[src/rtl/lp805x_exitmon.sv]
// lp805x_exitmon: qualifies the self-test exit code on P0 and latches pass/fail, code and cycle count.
// Optional timeout is enabled by defining LP805X_EXITMON_TIMEOUT_EN.
module lp805x_exitmon #(
   parameter logic [7:0]  IDLE_CODE   = 8'hFF,
   parameter logic [7:0]  PASS_CODE   = 8'h7F,
   parameter int unsigned CNT_W       = 32,
   parameter int unsigned STABLE_CYC  = 2,
   parameter logic [31:0] TIMEOUT_CYC = 32'd1000000
) (
   input  logic             wb_clk_i,
   input  logic             wb_rst_i,
   input  logic             start_i,
   input  logic             clear_i,
   input  logic [7:0]       port_i,
   output logic             busy_o,
   output logic             done_o,
   output logic             pass_o,
   output logic             fail_o,
   output logic [7:0]       code_o,
   output logic [CNT_W-1:0] cycles_o,
   output logic             ovf_o,
   output logic             timeout_o
);

   typedef enum logic [1:0] {ST_IDLE, ST_RUN, ST_QUAL, ST_DONE} state_t;

   localparam logic [CNT_W-1:0] CNT_MAX  = '1;
   localparam logic [3:0]       STABLE_N = 4'(STABLE_CYC);

   state_t           state_q, state_d;
   logic [CNT_W-1:0] count_q, count_d;
   logic [CNT_W-1:0] cap_q, cap_d;
   logic [7:0]       cand_q, cand_d;
   logic [3:0]       stable_q, stable_d;
   logic             busy_q, busy_d;
   logic             done_q, done_d;
   logic             pass_q, pass_d;
   logic             fail_q, fail_d;
   logic [7:0]       code_q, code_d;
   logic [CNT_W-1:0] cycles_q, cycles_d;
   logic             ovf_q, ovf_d;
   logic             timeout_q, timeout_d;
   logic             accept;

`ifdef LP805X_EXITMON_TIMEOUT_EN
   // Compare at full width so a TIMEOUT_CYC wider than the counter can never match.
   localparam int unsigned CMP_W = (CNT_W > 32) ? CNT_W : 32;
   logic to_hit;
   assign to_hit = (CMP_W'(count_q) == CMP_W'(TIMEOUT_CYC));
`else
   logic unused_timeout;
   assign unused_timeout = ^TIMEOUT_CYC;
`endif

   always_comb begin
      state_d   = state_q;
      count_d   = count_q;
      cap_d     = cap_q;
      cand_d    = cand_q;
      stable_d  = stable_q;
      done_d    = done_q;
      pass_d    = pass_q;
      fail_d    = fail_q;
      code_d    = code_q;
      cycles_d  = cycles_q;
      ovf_d     = ovf_q;
      timeout_d = timeout_q;
      accept    = 1'b0;

      if (clear_i) begin
         state_d   = ST_IDLE;
         count_d   = '0;
         cap_d     = '0;
         cand_d    = '0;
         stable_d  = '0;
         done_d    = 1'b0;
         pass_d    = 1'b0;
         fail_d    = 1'b0;
         code_d    = '0;
         cycles_d  = '0;
         ovf_d     = 1'b0;
         timeout_d = 1'b0;
      end else begin
         case (state_q)
            ST_IDLE: begin
               if (start_i) begin
                  state_d = ST_RUN;
                  count_d = '0;
               end
            end
            ST_RUN, ST_QUAL: begin
               if (start_i) begin
                  state_d  = ST_RUN;
                  count_d  = '0;
                  cap_d    = '0;
                  cand_d   = '0;
                  stable_d = '0;
                  ovf_d    = 1'b0;
               end else begin
                  if (count_q == CNT_MAX) begin
                     ovf_d = 1'b1;
                  end else begin
                     count_d = count_q + CNT_W'(1);
                  end

                  if (state_q == ST_RUN) begin
                     if (port_i != IDLE_CODE) begin
                        cand_d   = port_i;
                        cap_d    = count_q;
                        stable_d = 4'd1;
                        if (STABLE_N == 4'd1) begin
                           accept = 1'b1;
                        end else begin
                           state_d = ST_QUAL;
                        end
                     end
                  end else begin
                     if (port_i == cand_q) begin
                        stable_d = stable_q + 4'd1;
                        if (stable_q + 4'd1 == STABLE_N) begin
                           accept = 1'b1;
                        end
                     end else if (port_i == IDLE_CODE) begin
                        state_d  = ST_RUN;
                        stable_d = '0;
                        cap_d    = '0;
                     end else begin
                        cand_d   = port_i;
                        cap_d    = count_q;
                        stable_d = 4'd1;
                     end
                  end

                  if (accept) begin
                     state_d  = ST_DONE;
                     done_d   = 1'b1;
                     code_d   = cand_d;
                     cycles_d = cap_d;
                     pass_d   = (cand_d == PASS_CODE);
                     fail_d   = (cand_d != PASS_CODE);
                  end
`ifdef LP805X_EXITMON_TIMEOUT_EN
                  else if (to_hit) begin
                     state_d   = ST_DONE;
                     done_d    = 1'b1;
                     pass_d    = 1'b0;
                     fail_d    = 1'b1;
                     timeout_d = 1'b1;
                     code_d    = 8'h00;
                     cycles_d  = CNT_W'(TIMEOUT_CYC);
                  end
`endif
               end
            end
            default: begin
               // DONE holds everything until clear or reset
            end
         endcase
      end

      busy_d = (state_d == ST_RUN) || (state_d == ST_QUAL);
   end

   always_ff @(posedge wb_clk_i or posedge wb_rst_i) begin
      if (wb_rst_i) begin
         state_q   <= ST_IDLE;
         count_q   <= '0;
         cap_q     <= '0;
         cand_q    <= '0;
         stable_q  <= '0;
         busy_q    <= 1'b0;
         done_q    <= 1'b0;
         pass_q    <= 1'b0;
         fail_q    <= 1'b0;
         code_q    <= '0;
         cycles_q  <= '0;
         ovf_q     <= 1'b0;
         timeout_q <= 1'b0;
      end else begin
         state_q   <= state_d;
         count_q   <= count_d;
         cap_q     <= cap_d;
         cand_q    <= cand_d;
         stable_q  <= stable_d;
         busy_q    <= busy_d;
         done_q    <= done_d;
         pass_q    <= pass_d;
         fail_q    <= fail_d;
         code_q    <= code_d;
         cycles_q  <= cycles_d;
         ovf_q     <= ovf_d;
         timeout_q <= timeout_d;
      end
   end

   assign busy_o    = busy_q;
   assign done_o    = done_q;
   assign pass_o    = pass_q;
   assign fail_o    = fail_q;
   assign code_o    = code_q;
   assign cycles_o  = cycles_q;
   assign ovf_o     = ovf_q;
   assign timeout_o = timeout_q;

endmodule

[config.mk]
export PLATFORM = sky130hd
export DESIGN_NAME = lp805x_exitmon
export DESIGN_NICKNAME = d
export VERILOG_FILES = /design/src/rtl/lp805x_exitmon.sv
export SDC_FILE = /design/constraint.sdc
export NUM_CORES = 1
export LEC_CHECK = 0
export ABC_CLOCK_PERIOD_IN_PS = 4500
export CAP_MARGIN = 15
export CORE_MARGIN = 8
export CORE_UTILIZATION = 30
export DETAILED_ROUTE_END_ITERATION = 10
export GPL_TIMING_DRIVEN = 1
export SLEW_MARGIN = 20
export SYNTH_ARGS = -nofsm -noshare
export SYNTH_HDL_FRONTEND = slang
export SYNTH_SLANG_ARGS = --single-unit
[constraint.sdc]
create_clock -name wb_clk_i -period 4.5 [get_ports wb_clk_i]
set_clock_uncertainty 0.15 [all_clocks]
set_input_delay 0.9 -clock wb_clk_i [delete_from_list [all_inputs] [get_ports wb_clk_i]]
set_output_delay 0.9 -clock wb_clk_i [all_outputs]
set_load 0.005 [all_outputs]
Word level (Yosys, flattened, before mapping). Index checks and enable logic that the tools add are counted.

Bits in registers: 123. Output and inout port bits: 46. Word-level logic and storage cells: 108. Input bits: 12.

Muxes and demuxes: 68. Equal/unequal tests: 15. Reduce and logical (&&, ||, !) cells: 11. Add/subtract/negate cells: 2.

Operators with widths (count): 32-bit two-way mux (15); 8-bit two-way mux (14); 32-bit case mux with 2 select lines (1); 32-bit by 1-bit adder with 32-bit output (second input constant) (1); 32-bit == test (second input constant) (1); 4-bit two-way mux (6); 1-bit two-way mux (23); 2-bit two-way mux (8); 8-bit by 7-bit == test with 1-bit output (second input constant) (1); 8-bit == test (1); 8-bit == test (second input constant) (1); 8-bit by 7-bit inequality test with 1-bit output (second input constant) (1); 8-bit inequality test (second input constant) (1); 3-bit AND reduction (2); 3-bit nonzero test (2); 4-bit by 1-bit adder with 4-bit output (second input constant) (1); 2-bit by 1-bit == test with 1-bit output (second input constant) (2); 2-bit == test (second input constant) (2); 4-bit by 2-bit == test with 1-bit output (second input constant) (1); 4-bit by 3-bit inequality test with 1-bit output (second input constant) (1); 4-bit inequality test (second input constant) (1); 2-bit case mux with 2 select lines (1); 2-bit AND reduction (2); 2-bit nonzero test (2); other kinds (5) (5).

Logic depth before layout (Yosys ltp). Gate-level depths: netlist of run 1.

Word-level depth: 14. Gate-level depth with buffers: 9. Gate-level depth less buffers: 8.

Least setup slack after synthesis of run 1. No wires, ideal clock.

Path type: input to register. Start point: input port clear_i. End point: register count_q[10]. Data required time: 4218 ps. Stages: 7. Buffers on the path: 1. Slack: 1699 ps. Arrival: 2519 ps. Cell sequence: buf_6 > or3b_4 > or4_4 > o31a_1 > nand4_1 > xor2_1 > nor2_1.

Word-level cells in the longest chain between the ends: 2. Elaborated cells on any way between the ends: 5.

Ends and longest elaborated chain: start, declared (line 13) `input logic clear_i,`; 4-bit inequality test (no line) (tied with other cells); 3-bit AND reduction (no line); end signal, assigned (line 181) `count_q <= count_d;`; end, declared (line 31) `logic [CNT_W-1:0] count_q, count_d;`.

Several ways; a longest one is shown, not always the timed one. A chain may end at the register's enable or synchronous reset.

Worst setup path after layout of run 1.
Start point: input port port_i[4]. End point: register cycles_q[16], in the netlist cycles_o[16].

Word-level cells in the longest chain between the ends: 8. Elaborated cells on any way between the ends: 18.

Ends and longest elaborated chain: start, declared (line 14) `input logic [7:0] port_i,`; 8-bit == test (on tied branches) (line 118, 123); 1-bit two-way mux or 32-bit two-way mux (tied branches) (line 118, 123); 1-bit two-way mux or 32-bit two-way mux (tied branches) (line 106, 118); 1-bit two-way mux or 32-bit two-way mux (tied branches) (line 92, 106); 1-bit two-way mux or 32-bit two-way mux (tied branches) (line 84, 134); 1-bit two-way mux or 32-bit two-way mux (tied branches) (line 70, 92); 2-bit nonzero test (no line) or 32-bit two-way mux (tied branches); 3-bit AND reduction (no line) or 32-bit two-way mux (tied branches); end signal, assigned (line 190) `cycles_q <= cycles_d;`; end, declared (line 40) `logic [CNT_W-1:0] cycles_q, cycles_d;`.

Several ways; a longest one is shown, not always the timed one. The select of a mux whose other input is x is not followed.

==> results of run 1 <==
## synthesized netlist by cell type (3+ instances only)
| master | n |
|---|---|
| clkbuf_1 | 24 |
| a31oi_1 | 4 |
| xnor2_1 | 15 |
| and2_1 | 5 |
| a21oi_1 | 8 |
| a22o_1 | 41 |
| buf_2 | 10 |
| ha_1 | 6 |
| inv_1 | 8 |
| and4_1 | 7 |
| nand2_1 | 29 |
| and3_1 | 8 |
| nor4_1 | 3 |
| o2bb2ai_1 | 33 |
| o31ai_1 | 3 |
| nand4_1 | 18 |
| nand3_1 | 18 |
| nor2_1 | 52 |
| o21ai_0 | 11 |
| a22oi_1 | 39 |
| nor3_1 | 5 |
| dfrtp_1 | 123 |
| xor2_1 | 19 |
## power by group
part           internal, mW  switching, mW
registers              1.11        0.00887
clock network         0.807          0.490
logic                0.0414          0.103
total                  1.96          0.602
## worst paths after layout
check | from | end | slack (ps) | cells after the start
worst max-delay path | port_i[4] | cycles_o[16]$_DFFE_PP0P_ | 1300 | 8
worst min-delay path | cycles_o[31]$_DFFE_PP0P_ | cycles_o[31]$_DFFE_PP0P_ | 340 | 1
worst max register to register | state_q[0]$_DFF_PP0_ | count_q[13]$_DFFE_PP0P_ | 1510 | 8
worst min register to register | cycles_o[31]$_DFFE_PP0P_ | cycles_o[31]$_DFFE_PP0P_ | 340 | 1
max in group asynchronous | wb_rst_i | count_q[30]$_DFFE_PP0P_ | 2570 | 3
min in group asynchronous | wb_rst_i | ovf_o$_DFFE_PP0P_ | 770 | 2
## routing by layer
metal | vias up | GRT usage (%)
met5 | - | 0
met4 | 0 | 4.90
met3 | 14 | 3.37
met2 | 108 | 20.2
met1 | 2256 | 16.1
li1 | 2084 | -
## area by class of cell
cell class	instances	area (um^2)	share of cell area, %
Inverter	8	32.5	0.457
Sequential cell	123	3080	43.3
Clock inverter	13	128	1.79
Tap cell	234	293	4.11
Clock buffer	19	433	6.08
Timing Repair Buffer	68	671	9.43
Multi-Input combinational cell	358	2480	34.9
## through the flow
step	setup slack, ps	power, mW	cell area (um^2)	util [%]
after floorplan	179	1.23	5730	-
final	1300	2.56	7120	38.0
after CTS	1300	2.59	7090	37.9
after global placement	941	1.28	6530	34.9
after detailed placement	868	1.28	6530	34.9
after global routing	1070	2.65	7120	38.0
## sequential cells by signal (all words and copies together) (netlist names)
signal    cells
code_o        8
stable_q      4
cycles_o     32
state_q       2
cap_q        32
count_q      32
busy_o        1
done_o        1
pass_o        1
cand_q        8
fail_o        1
ovf_o         1
## worst register-to-register path, cell delays in order, from the launching register on
cell and delay (ps):
dfrtp_1 400, inv_1 80, ha_1 530, or3b_4 490, or4_4 590, o31ai_4 300
nor4_1 110, xnor2_1 160, nor2_1 60
## logic make-up after synthesis
kind of cell,synth area share (%)
AOI/OAI and AO/OA,22.5
and+or+nand+nor,13.6
adders and majority gates,1.31
xor gates and xnor gates,5.20
other,0.0655
DFF,53.7
buffers and inverters,3.30
muxes,0.349
==> flow_metrics.env, run 1 <==
export IMPL_wl_per_cell_um=17.6
export IMPL_crit_type="primary input to flop"
export IMPL_fp_dieArea_um2=23800
export IMPL_timing_hold_ws_ps=337
export IMPL_met3_length_um=677
export IMPL_drt_wl_total_um=14500
export IMPL_max_stage_delay_ps=550
export IMPL_syn_num_nets=543
export IMPL_nFillCells=1769
export IMPL_crit_path_max_fanout=20
export IMPL_firstDrtPassIters=4
export IMPL_drv_slew=0
export IMPL_run_status="finished clean"
export IMPL_syn_instance_count=525
export IMPL_drcViolationCount=0
export IMPL_start_util_pct=30.6
export IMPL_worstMarginPinSlew_ps=827
export IMPL_crit_slowest_cell="clkdlybuf4s50_1"
export IMPL_startpoint_type="primary input"
export IMPL_drive_gt1_share_pct=9.00
export IMPL_p_leak_nw=2.94
export IMPL_avgSynthCellArea_um2=10.9
export IMPL_power_density_nw_per_um2=360
export IMPL_critPathRequiredTime_ps=4680
export IMPL_postCtsResizedCells=0
export IMPL_layout_common_cells="123 x dfrtp_1, 56 x clkdlybuf4s50_1, 52 x nor2_1"
export IMPL_rsz0062_at_grt="no"
export IMPL_syn_area_um2=5730
export IMPL_seq_area_frac_synth_pct=53.7
export IMPL_cts_made_buffers=17
export IMPL_tritoncts="built"
export IMPL_cp_top_family="simple AND/OR/NAND/NOR gates"
export IMPL_post_cts_buffers=0
export IMPL_die_w_um=154
export IMPL_crit_buf_inv=2
export IMPL_die_h_um=154
export IMPL_row_count=50
export IMPL_ys_flop_type="dfrtp_1"
export IMPL_fin_tns_setup_ps=0
export IMPL_core_area_um2=18700
export IMPL_vias_per_cell=5.42
export IMPL_fin_crit_sh_pct=71.2
export IMPL_place_gp_congestion=0.825
export IMPL_path_clk_slew_ps=60
export IMPL_clk_latency_ps=420
export IMPL_dp_cells=790
export IMPL_synth_top_area_share_pct=53.7
export IMPL_antenna_found_initial=0
export IMPL_synthArstFlopShare_pct=100
export IMPL_syn_to_final_growth_pct=24.2
export IMPL_crit_chain="clkdlybuf4s50_1, xnor2_1, nand4_1, nor2_1, and4_1, nand2_1, buf_4, o2bb2ai_1"
export IMPL_drv_cap=0
export IMPL_portBuffers=56
export IMPL_synth_edf_count=0
export IMPL_peakVddDrop_v=0.000253
export IMPL_finalSetupViolCount=0
export IMPL_drt_initial_drc_count=322
export IMPL_clock_sinks=123
export IMPL_fmax_mhz=312
export IMPL_diodes=0
export IMPL_slew_headroom_pct=44.4
export IMPL_grt_pass1_wl_um=24300
export IMPL_synth_top_cells_by_area="dfrtp_1 54%, a22o_1 6.3%, a22oi_1 5.1%"
export IMPL_hold_viol=0
export IMPL_final_common_cell="dfrtp_1"
export IMPL_min_period_ps=3200
export IMPL_grt_max_degree=48
export IMPL_m1WireLength_um=6640
export IMPL_overflow=0
export IMPL_ys_types=52
export IMPL_ys_ff_latch=123
export IMPL_postRouteAntennaNets=0
export IMPL_yosys_area_top_type="dfrtp_1"
export IMPL_wl_met2_um=7020
export IMPL_dp_hpwl_um=9770
export IMPL_final_cells=823
export IMPL_critPathArrivalTime_ps=3390
export IMPL_endpoint_kind="flop"
export IMPL_nNetsFinal=594
export IMPL_first_global_vias=4505
export IMPL_hp_class="flop to flop"
export IMPL_top_layer="met4"
export IMPL_root_buffer="clkbuf_16"
export IMPL_cts_path_max_buffers=2
export IMPL_vias=4462
export IMPL_grt_use_total_pct=12.7
export IMPL_ys_warn_count=0
export IMPL_cts_hold_buf=0
export IMPL_pin_count=58
export IMPL_cts_htree_levels=4
Power figures use the tool's default switching activity.
==> run 2: changes to the inputs <==
--- a/config.mk
+++ b/config.mk
@@ -5,7 +5,7 @@
 export SDC_FILE = /design/constraint.sdc
 export NUM_CORES = 1
 export LEC_CHECK = 0
-export ABC_CLOCK_PERIOD_IN_PS = 4500
+export ABC_CLOCK_PERIOD_IN_PS = 2580
 export CAP_MARGIN = 15
 export CORE_MARGIN = 8
 export CORE_UTILIZATION = 30
==> constraint.sdc (replaced) <==
create_clock -name wb_clk_i -period 2.58 [get_ports wb_clk_i]
set_clock_uncertainty 0.15 [all_clocks]
set_input_delay 0.516 -clock wb_clk_i [delete_from_list [all_inputs] [get_ports wb_clk_i]]
set_output_delay 0.516 -clock wb_clk_i [all_outputs]
set_load 0.005 [all_outputs]
==> run 2 against run 1 <==
Compared with the run above: first-iteration DRC count is 23% lower; critical path type is now flop to flop; flip-flop and latch count stayed put; die area stayed put; via count is 2.9% higher; cell count is 5.2% higher; sequential power is 75% higher; register-to-register slack worse by 1400 ps; critical endpoint is now count_q[9]$_DFFE_PP0P_.
==> flow_metrics.env, run 2 (synthesis results as in run 1) <==
export IMPL_grt_max_degree=122
export IMPL_vias=4593
export IMPL_fin_crit_sh_pct=96.6
export IMPL_fmax_mhz=401
export IMPL_nNetsFinal=637
export IMPL_crit_buf_inv=2
export IMPL_multi_input_area_um2=2500
export IMPL_final_common_cell="dfrtp_1"
export IMPL_timing_hold_ws_ps=186
export IMPL_peakVddDrop_v=0.000393
export IMPL_row_count=50
export IMPL_clock_sinks=123
export IMPL_reg2reg_to="count_q[9]$_DFFE_PP0P_"
export IMPL_seq_power_share_pct=42.0
export IMPL_diodes=0
export IMPL_place_gp_congestion=0.863
export IMPL_drt_initial_drc_count=249
export IMPL_fp_dieArea_um2=23800
export IMPL_first_global_vias=4756
export IMPL_cts_hold_buf=0
export IMPL_crit_chain="inv_2, ha_4, or3b_4, or4_4, o31ai_4, buf_4, o21ai_0, a21oi_1"
export IMPL_p_leak_nw=3.17
export IMPL_dp_cells=833
export IMPL_cp_top_family="simple AND/OR/NAND/NOR gates"
export IMPL_syn_to_final_growth_pct=31.3
export IMPL_endpoint_kind="flop"
export IMPL_fin_tns_setup_ps=0
export IMPL_crit_type="flop to flop"
export IMPL_worstMarginPinSlew_ps=707
export IMPL_tritoncts="built"
export IMPL_p_int_mw=3.57
export IMPL_fin_util_pct=40.2
export IMPL_drv_cap=0
export IMPL_hold_viol=0
export IMPL_start_util_pct=30.6
export IMPL_crit_path_max_fanout=4
export IMPL_antenna_found_initial=0
export IMPL_drt_wl_total_um=14800
export IMPL_cts_made_buffers=17
export IMPL_reg2reg_depth=8
export IMPL_firstDrtPassIters=4
export IMPL_max_stage_delay_ps=450
export IMPL_drcViolationCount=0
export IMPL_dp_slack_ps=-228
export IMPL_finalSetupViolCount=0
export IMPL_core_area_um2=18700
export IMPL_dp_hpwl_um=10200
export IMPL_combPwrFrac_pct=6.4
export IMPL_die_w_um=154
export IMPL_die_h_um=154
export IMPL_postRouteAntennaNets=0
export IMPL_seqCellArea_um2=3080
export IMPL_nFillCells=1708
export IMPL_critPathArrivalTime_ps=2690
export IMPL_drive_gt1_share_pct=16.5
export IMPL_portBuffers=56
export IMPL_drv_slew=0
export IMPL_grt_pass1_wl_um=24700
export IMPL_switchingPower_mw=1.09
export IMPL_power_frac_clock_pct=51.5
export IMPL_stdcell_area_um2=7520
export IMPL_swShare_pct=23.4
export IMPL_overflow=0
export IMPL_wl_per_cell_um=17.1
export IMPL_run_status="finished clean"
export IMPL_clk_latency_ps=420
export IMPL_crit_slowest_cell="or4_4"
export IMPL_final_cells=866
export IMPL_vias_per_cell=5.30
export IMPL_power_density_nw_per_um2=619
export IMPL_min_period_ps=2490
export IMPL_hp_class="primary input to async pin"
export IMPL_layout_common_cells="123 x dfrtp_1, 56 x clkdlybuf4s50_1, 52 x nor2_1, 52 x buf_4, 41 x a22o_1"
export IMPL_cts_path_max_buffers=2
export IMPL_grt_use_total_pct=12.8
export IMPL_rrSetupSlack_ps=90
export IMPL_critPathRequiredTime_ps=2780
export IMPL_power_total_mw=4.65
export IMPL_startpoint_type="flop"
export IMPL_path_clk_slew_ps=60
export IMPL_cts_htree_levels=4
export IMPL_timing_rr_start="state_q[1]$_DFF_PP0_"
export IMPL_layout_setup_ws_ps=87.3
export IMPL_root_buffer="clkbuf_16"
export IMPL_slew_headroom_pct=52.9
export IMPL_pin_count=58
export IMPL_placed_area_um2=6890
==> run 2: cell count changes in the layout (fill, tap and decap cells not counted), sizes merged <==
cell	previous run	this run
buf	12	55
clkbuf	19	17
bufinv	2	3
clkinv	9	7
clkinvlp	2	5
==> run 2: how the worst max path moves through the flow <==
stage                          from                       to  slack [ps]  depth (start not counted)
5_1_grt        state_q[1]$_DFF_PP0_   count_q[7]$_DFFE_PP0P_         -10                          8
6_report       state_q[1]$_DFF_PP0_   count_q[9]$_DFFE_PP0P_          90                          8
4_1_cts        state_q[0]$_DFF_PP0_  count_q[11]$_DFFE_PP0P_          30                          8
3_3_place_gp                clear_i  count_q[10]$_DFFE_PP0P_        -210                          7
3_5_place_dp                clear_i  count_q[11]$_DFFE_PP0P_        -230                          7
2_1_floorplan  state_q[1]$_DFF_PP0_  count_q[10]$_DFFE_PP0P_          70                          8
==> run 2: power by group through the flow <==
stage / Clock (mW) / Combinational, mW / Sequential, mW
after global routing: 2.55 / 0.330 / 1.96
final: 2.40 / 0.300 / 1.96
after detailed placement: 0 / 0.297 / 1.99
after floorplan: 0 / 0.163 / 1.99
after CTS: 2.46 / 0.298 / 1.96
after global placement: 0 / 0.290 / 1.99
==> run 2: area by class of cell <==
class | instances | share of cell area [%]
sequential | 123 | 40.9
multi-input combinational | 358 | 33.3
timing repair buffer | 111 | 13.4
clock buffer | 17 | 5.66
tap | 234 | 3.89
clock inverter | 15 | 2.33
inverter | 8 | 0.449
==> run 2: layer usage <==
layer / routed length (um) / track usage (%)
met5: 0 / 0
met4: 225 / 5.13
met3: 736 / 3.96
met2: 7360 / 21.1
met1: 6450 / 15.2
==> run 2: timing repair <==
| action | 4_1_cts | 5_1_grt |
|---|---|---|
| buffers inserted | 0 | 1 |
| endpoints found under the setup margin | 0 | 5 |
| resized for setup | 0 | 6 |
